--- src/rtl/pixel_stream_sequencer.sv ---
// rtl/pixel_stream_sequencer.sv - frame sequencer: streams an NxN image to the kernel bank, then reads results back
//
// Purpose:
//   Write phase: fetches pixels from frame memory and broadcasts them in raster
//   order (px_we=1). After GAP_BEATS idle beats, a read-out phase sweeps the same
//   addresses (px_we=0), captures each kernel result and writes it to a result buffer.
//   Every bus value is held for one beat (2 clk cycles).
//
// Ports:
//   clk, rst_n            clock, asynchronous active-low reset
//   start                 one-cycle frame start pulse (honoured only in IDLE)
//   fm_addr / fm_data     frame-memory read address / data
//   px_addr/px_data/px_we broadcast bus to the kernel units
//   res_pixel/res_harris  kernel results
//   out_we/out_addr/out_data/out_harris  result-buffer write port
//   busy, done            status
module pixel_stream_sequencer #(
  parameter int N           = 8,
  parameter int BITSIZE     = 6,
  parameter int PIXEL_WIDTH = 8,
  parameter int GAP_BEATS   = 2
) (
  input  logic                   clk,
  input  logic                   rst_n,
  input  logic                   start,
  output logic [BITSIZE:0]       fm_addr,
  input  logic [PIXEL_WIDTH-1:0] fm_data,
  output logic [BITSIZE:0]       px_addr,
  output logic [PIXEL_WIDTH-1:0] px_data,
  output logic                   px_we,
  input  logic [PIXEL_WIDTH-1:0] res_pixel,
  input  logic                   res_harris,
  output logic                   out_we,
  output logic [BITSIZE:0]       out_addr,
  output logic [PIXEL_WIDTH-1:0] out_data,
  output logic                   out_harris,
  output logic                   busy,
  output logic                   done
);

  localparam int AW   = BITSIZE + 1;
  localparam int NPIX = N * N;
  localparam logic [AW-1:0] LAST_ADDR = AW'(NPIX - 1);
  localparam logic [AW-1:0] GAP_LAST  = AW'(GAP_BEATS - 1);

  if (NPIX > (2 ** AW)) begin : g_size_check
    $error("pixel_stream_sequencer: N*N does not fit in BITSIZE+1 address bits");
  end
  if (GAP_BEATS < 1) begin : g_gap_check
    $error("pixel_stream_sequencer: GAP_BEATS must be at least 1");
  end

  typedef enum logic [2:0] {
    IDLE     = 3'd0,
    PREFETCH = 3'd1,
    STREAM   = 3'd2,
    GAP      = 3'd3,
    READOUT  = 3'd4,
    DONE     = 3'd5
  } state_t;

  state_t          state, state_next;
  logic            phase;     // 0 = first cycle of a beat, 1 = second
  logic [AW-1:0]   cnt;       // pixel index in STREAM/READOUT, beat index in GAP
  logic            last_px;

  assign last_px = (cnt == LAST_ADDR);

  always_ff @(posedge clk or negedge rst_n) begin
    if (!rst_n) begin
      state <= IDLE;
    end else begin
      state <= state_next;
    end
  end

  always_comb begin
    state_next = state;
    case (state)
      IDLE:     if (start) state_next = PREFETCH;
      PREFETCH: state_next = STREAM;
      STREAM:   if (phase && last_px) state_next = GAP;
      GAP:      if (phase && (cnt == GAP_LAST)) state_next = READOUT;
      // Leave only after the buffer write of the final pixel has been issued.
      READOUT:  if (out_we && (out_addr == LAST_ADDR)) state_next = DONE;
      DONE:     state_next = IDLE;
      default:  state_next = IDLE;
    endcase
  end

  always_ff @(posedge clk or negedge rst_n) begin
    if (!rst_n) begin
      phase      <= 1'b0;
      cnt        <= '0;
      px_data    <= '0;
      out_we     <= 1'b0;
      out_addr   <= '0;
      out_data   <= '0;
      out_harris <= 1'b0;
    end else begin
      phase <= (state inside {STREAM, GAP, READOUT}) ? ~phase : 1'b0;

      case (state)
        STREAM:  if (phase) cnt <= last_px ? '0 : cnt + 1'b1;
        GAP:     if (phase) cnt <= (cnt == GAP_LAST) ? '0 : cnt + 1'b1;
        // Saturate on the last pixel so the trailing write cycle keeps a legal px_addr.
        READOUT: if (phase && !last_px) cnt <= cnt + 1'b1;
        default: cnt <= '0;
      endcase

      // Load the pixel for the upcoming beat; after the last beat px_data holds.
      if ((state == PREFETCH) || ((state == STREAM) && phase && !last_px)) begin
        px_data <= fm_data;
      end

      out_we <= (state == READOUT) && phase;
      if ((state == READOUT) && phase) begin
        out_addr   <= cnt;
        out_data   <= res_pixel;
        out_harris <= res_harris;
      end
    end
  end

  // Prefetch address k+1 in phase 1 of beat k; never step past the last pixel.
  always_comb begin
    fm_addr = '0;
    if (state == STREAM) begin
      fm_addr = (phase && !last_px) ? cnt + 1'b1 : cnt;
    end
  end

  assign px_addr = ((state == STREAM) || (state == READOUT)) ? cnt : '0;
  assign px_we   = (state == STREAM);
  assign busy    = (state != IDLE) && (state != DONE);
  assign done    = (state == DONE);

endmodule

--- config.mk ---
export PLATFORM = sky130hd
export DESIGN_NAME = pixel_stream_sequencer
export DESIGN_NICKNAME = d
export VERILOG_FILES = /design/src/rtl/pixel_stream_sequencer.sv
export SDC_FILE = /design/constraint.sdc
export NUM_CORES = 1
export LEC_CHECK = 0
export CAP_MARGIN = 20
export CORE_MARGIN = 5
export CORE_UTILIZATION = 30
export CTS_CLUSTER_DIAMETER = 30
export CTS_CLUSTER_SIZE = 20
export DETAILED_ROUTE_END_ITERATION = 7
export GPL_TIMING_DRIVEN = 0
export PLACE_DENSITY = 0.54
export SLEW_MARGIN = 20
export SYNTH_ARGS = -nofsm -noshare
export SYNTH_HDL_FRONTEND = slang
export SYNTH_SLANG_ARGS = --single-unit
--- constraint.sdc ---
create_clock -name clk -period 2.92 [get_ports clk]
set_input_delay 0.292 -clock clk [delete_from_list [all_inputs] [get_ports clk]]
set_output_delay 0.292 -clock clk [all_outputs]
set_load 0.005 [all_outputs]
Word level (Yosys, flattened, before mapping)
Index checks and enable logic that the tools add are counted.
Widths: inputs -> output; s select.

word-level totals
  flip-flop bits (word level) = 36
  input bits = 20
  output and inout bits = 42
  logic and storage cells = 55

cells by class
  add/subtract/negate cells = 1
  eq/ne operators = 15
  multiplexer cells = 14
  bitwise gates (word level) = 1
  reductions and logical operators = 16

operators with widths
  operator             number
  $mux 7               7
  $pmux 7 s3           1
  $pmux 3 s5           1
  $eq 7x6->1 const B   2
  $mux 3               4
  $logic_and 1x1->1    8
  $ne 2x2->1 const B   4
  $add 7x1->7 const B  1
  $eq 7x1->1 const B   1
  $eq 3x2->1 const B   2
  $eq 3x3->1 const B   2
  $reduce_bool 3->1    2
  $ne 2x1->1 const B   2
  $reduce_and 4->1     1
  $eq 3x1->1 const B   1
  $logic_not 3->1      1
  $ne 3x3->1 const B   1
  $logic_or 1x1->1     2
  $reduce_and 2->1     1
  $logic_not 1->1      1
  $mux 1               1
  $not 1->1            1

Longest topological paths before layout
  word-level depth = 5
  mapped depth = 7
  gate-level depth less buffers = 6

Worst setup path after synthesis
OpenSTA, ideal clock, no wires.

  path type = register to register
  start point = register cnt[1]
  end point = register px_data[0]
  library setup time = 0.125 ns
  arrival time = 1.853 ns
  data required time = 2.795 ns
  setup slack = 0.942 ns
  stages on the path, launching flop included = 8
  buffers on the path = 1
  clock period less this slack = 1.978 ns
  cells stage by stage = dfrtp_1 -> ha_1 -> nand3b_1 -> or2_2 -> buf_2 -> nand4_1 -> a21oi_2 -> mux2_2

on the way
  longest elaborated chain between the ends = 4

RTL lines
  element                   RTL line  RTL
  start: declaration        64        logic [AW-1:0] cnt;
  start signal: assignment  104       STREAM: if (phase) cnt <= last_px ? '0 : cnt + 1'b1;
  start signal: assignment  105       GAP: if (phase) cnt <= (cnt == GAP_LAST) ? '0 : cnt + 1'b1;
  start signal: assignment  107       READOUT: if (phase && !last_px) cnt <= cnt + 1'b1;
  $eq 7x6->1                67        assign last_px = (cnt == LAST_ADDR);
  $logic_not 1->1           112       if ((state == PREFETCH) || ((state == STREAM) && phase && !last_px)) begin
  $logic_and 1x1->1         112
  $logic_or 1x1->1          112
  end signal: assignment    113       px_data <= fm_data;
  end: declaration          29        output logic [PIXEL_WIDTH-1:0] px_data,

No other way between the ends.
A chain may end at the register's enable or synchronous reset.

Worst setup path after layout
  start point = register cnt[1]
  end point = output port fm_addr[3]

on the way
  longest elaborated chain between the ends = 5
  elaborated cells between the ends (all ways) = 6
  classes of those cells = add/sub (1); eq/ne (1); mux (2); reduce/logical (2)

RTL lines
  element                                              RTL line  RTL
  branches (longest 3 deep; another with $add 7x1->7)  --
  $mux 7 *                                             129       fm_addr = (phase && !last_px) ? cnt + 1'b1 : cnt;
  $mux 7 *                                             128       if (state == STREAM) begin
  end: declaration                                     26        output logic [BITSIZE:0] fm_addr,

Mark *: on every way between the ends.

==> run metrics <==
status=complete, no violations; post-route insts no fill=316; Die Wd=88.8 um; fin crit share=92.4%; Fin Setup TNS=0 ps; Post-Syn Instances=171; Boundary Pins=62; area of the core=5990 um2; via count=1524; final setup margin=222 ps; crit path time final=2700 ps; drt wl/cell=14.8 um; Layout area overhead=45.0%; Post-DP HPWL=3620 um; via-per-instance ratio=4.82; global-route wire length before repair=7510 um; TritonCTS Buffers=5; Async SR Flop Fraction=100%; Setup crit start kind=register; final core utilization=45.1%; Ys Warns=0; post-place setup slack=288 ps; Least-Margin Pin Slew=733 ps; Clock Latency Late Sink=280 ps; Tot GR Track Use=12.5%; number of synthesized register bits=36; RePlAce Congestion=0.767; worst hold-check path type=input port to asynchronous set/reset pin; Post-synth top flop=dfrtp_1; Post-Place Cells=308; DRT Pass-1 Iters=4; die area=7890 um2; Pleak=1.12 nW; layout cells sized above 1=21.2%; antenna violations before repair=0; maximum number of pins on one net before global-route repair=32; Synthesized Nets=193; final hold violations=0; number of global-route vias before repair=1469; max_cap viols=0; IO Port Bufs=61; # diodes=0; endpoints failing setup=0; worst path required time=2630 ps; crit end category=output pin; fill count=574; worst setup path class=register to output pin; Max Fclk=371 MHz; sequential fraction of the synthesis area=48.4%; global route overflow=0; CP max FO=10; Final Skew=7.32 ps; # H-tree levels=2; Post-Route WL=4690 um; synthesized area=1860 um2; Slew Limit Fails=0; Longest Clk Path Bufs=2; data arrival time of the critical path=2410 ps; worst rel slew slack=51.0%; Initial Util=31.1%; Reg area=902 um2; PD cells=363 nW/um2; Max IR drop VDD=0.000288 V; final hold slack=389 ps; clock root cell=clkbuf_8; die height=88.8 um; Multi-input gate area=885 um2; post-route ant nets=0; Final #Nets=262; CTS tree=done; Yosys cell types=47; Iter 0 DRT Violations=70; CTS Sinks=36; setup repair after global routing missed its margin=no; syn avg cell area=10.9 um2; Post-synth EDFFs=0; row cnt=28; clk slew on worst S/H paths=60 ps; DRC viols=0
[cells by family after synthesis]
| group | Yosys count | share of synthesized area [%] |
|---|---|---|
| compound gates | 33 | 12.4 |
| xor+xnor | 4 | 1.88 |
| fa+ha+maj | 2 | 1.34 |
| buf+inv | 18 | 4.43 |
| flops | 36 | 48.4 |
| mux | 24 | 14.5 |
| simple gates | 54 | 17.1 |
[synth_stat cells (all sizes together), types with 3 or more instances]
cell,instances,share of area (%)
a21oi,10,3.1
and2,8,2.8
and3,5,1.7
buf,8,2.4
clkbuf,4,0.81
dfrtp,36,48
inv,6,1.2
mux2,24,15
nand2,9,1.8
nand2b,4,1.3
nand3,5,1.3
nand4,3,1.0
nor2,7,1.5
nor3b,3,1.8
o21ai,7,1.9
xor2,3,1.4
[layer usage]
metal / GRT usage, % / vias up / routed length, um
met1: 17.2 / 733 / 2210
met5: 0 / - / 0
met4: 3.30 / 0 / 41
met2: 18.8 / 36 / 2170
li1: - / 753 / -
met3: 4.19 / 2 / 267
[state kept, by name (all words and copies together) (netlist names)]
register    count
state           3
cnt             7
phase           1
out_harris      1
out_data        8
out_we          1
px_data         8
out_addr        7
[report_power, final]
group	switching [mW]	leakage (nW)	internal [mW]
Clock	0.164	0.0552	0.253
Combinational	0.0171	0.594	0.0381
Sequential	0.00244	0.468	0.504
[through the flow]
step / area [um2] / power [mW]
floorplan: 1860 / 0.522
global placement: 2570 / 0.569
detailed placement: 2580 / 0.572
CTS: 2700 / 0.998
global route: 2700 / 1.03
finish: 2700 / 0.979
[worst max-delay path: stages, from the launching register on]
cell	delay, ps
dfrtp_2	470
ha_2	230
nand3b_1	110
or2_4	200
nand2_1	110
or3_1	330
a21oi_1	170
clkdlybuf4s50_1	520
[area by class of cell]
| class | count | area share, % |
|---|---|---|
| tap | 75 | 3.47 |
| clock buffer | 6 | 2.69 |
| timing repair buffer | 63 | 23.5 |
| inverter | 6 | 0.834 |
| sequential | 36 | 33.4 |
| multi-input combinational | 117 | 32.7 |
| buffer | 11 | 2.04 |
| clock inverter | 2 | 1.30 |
[placed cells by master (no fill, tap or decap), types with 2 or more instances in the layout]
cell type,count
nand3_1,5
nor3_1,2
nand4_1,3
nand2_1,9
and2_1,7
a21oi_2,2
or3_1,2
a32oi_1,2
mux2_2,24
xor2_1,3
o21ai_1,4
a21oi_1,8
a31oi_1,2
clkbuf_1,5
inv_1,6
buf_2,6
o21ai_0,3
clkbuf_8,5
and3_1,4
dfrtp_1,35
clkdlybuf4s50_1,60
nand2b_1,4
nor3b_1,2
nor2_1,6
[path summary, 6_finish.rpt]
kind | slack (ps) | cells past startpoint | start | to
min | 390 | 2 | rst_n | cnt[0]$_DFFE_PN0P_
max in group asynchronous | 2130 | 3 | rst_n | cnt[1]$_DFFE_PN0P_
min reg2reg | 510 | 1 | out_data[6]$_DFFE_PN0P_ | out_data[6]$_DFFE_PN0P_
min in group clk | 510 | 1 | out_data[6]$_DFFE_PN0P_ | out_data[6]$_DFFE_PN0P_
max | 220 | 7 | cnt[1]$_DFFE_PN0P_ | fm_addr[3]
max reg2reg | 710 | 6 | state[1]$_DFFE_PN0P_ | out_addr[2]$_DFFE_PN0P_
[timing repair]
item / CTS / global route
buffers inserted: 0 / 0
pin swaps: 0 / 0
hold buffers: 1 / 0
resized for setup: 1 / 2
setup endpoints to repair: 1 / 1
hold endpoints to repair: 5 / 0
No activity file was read; power rests on OpenSTA's default activity.
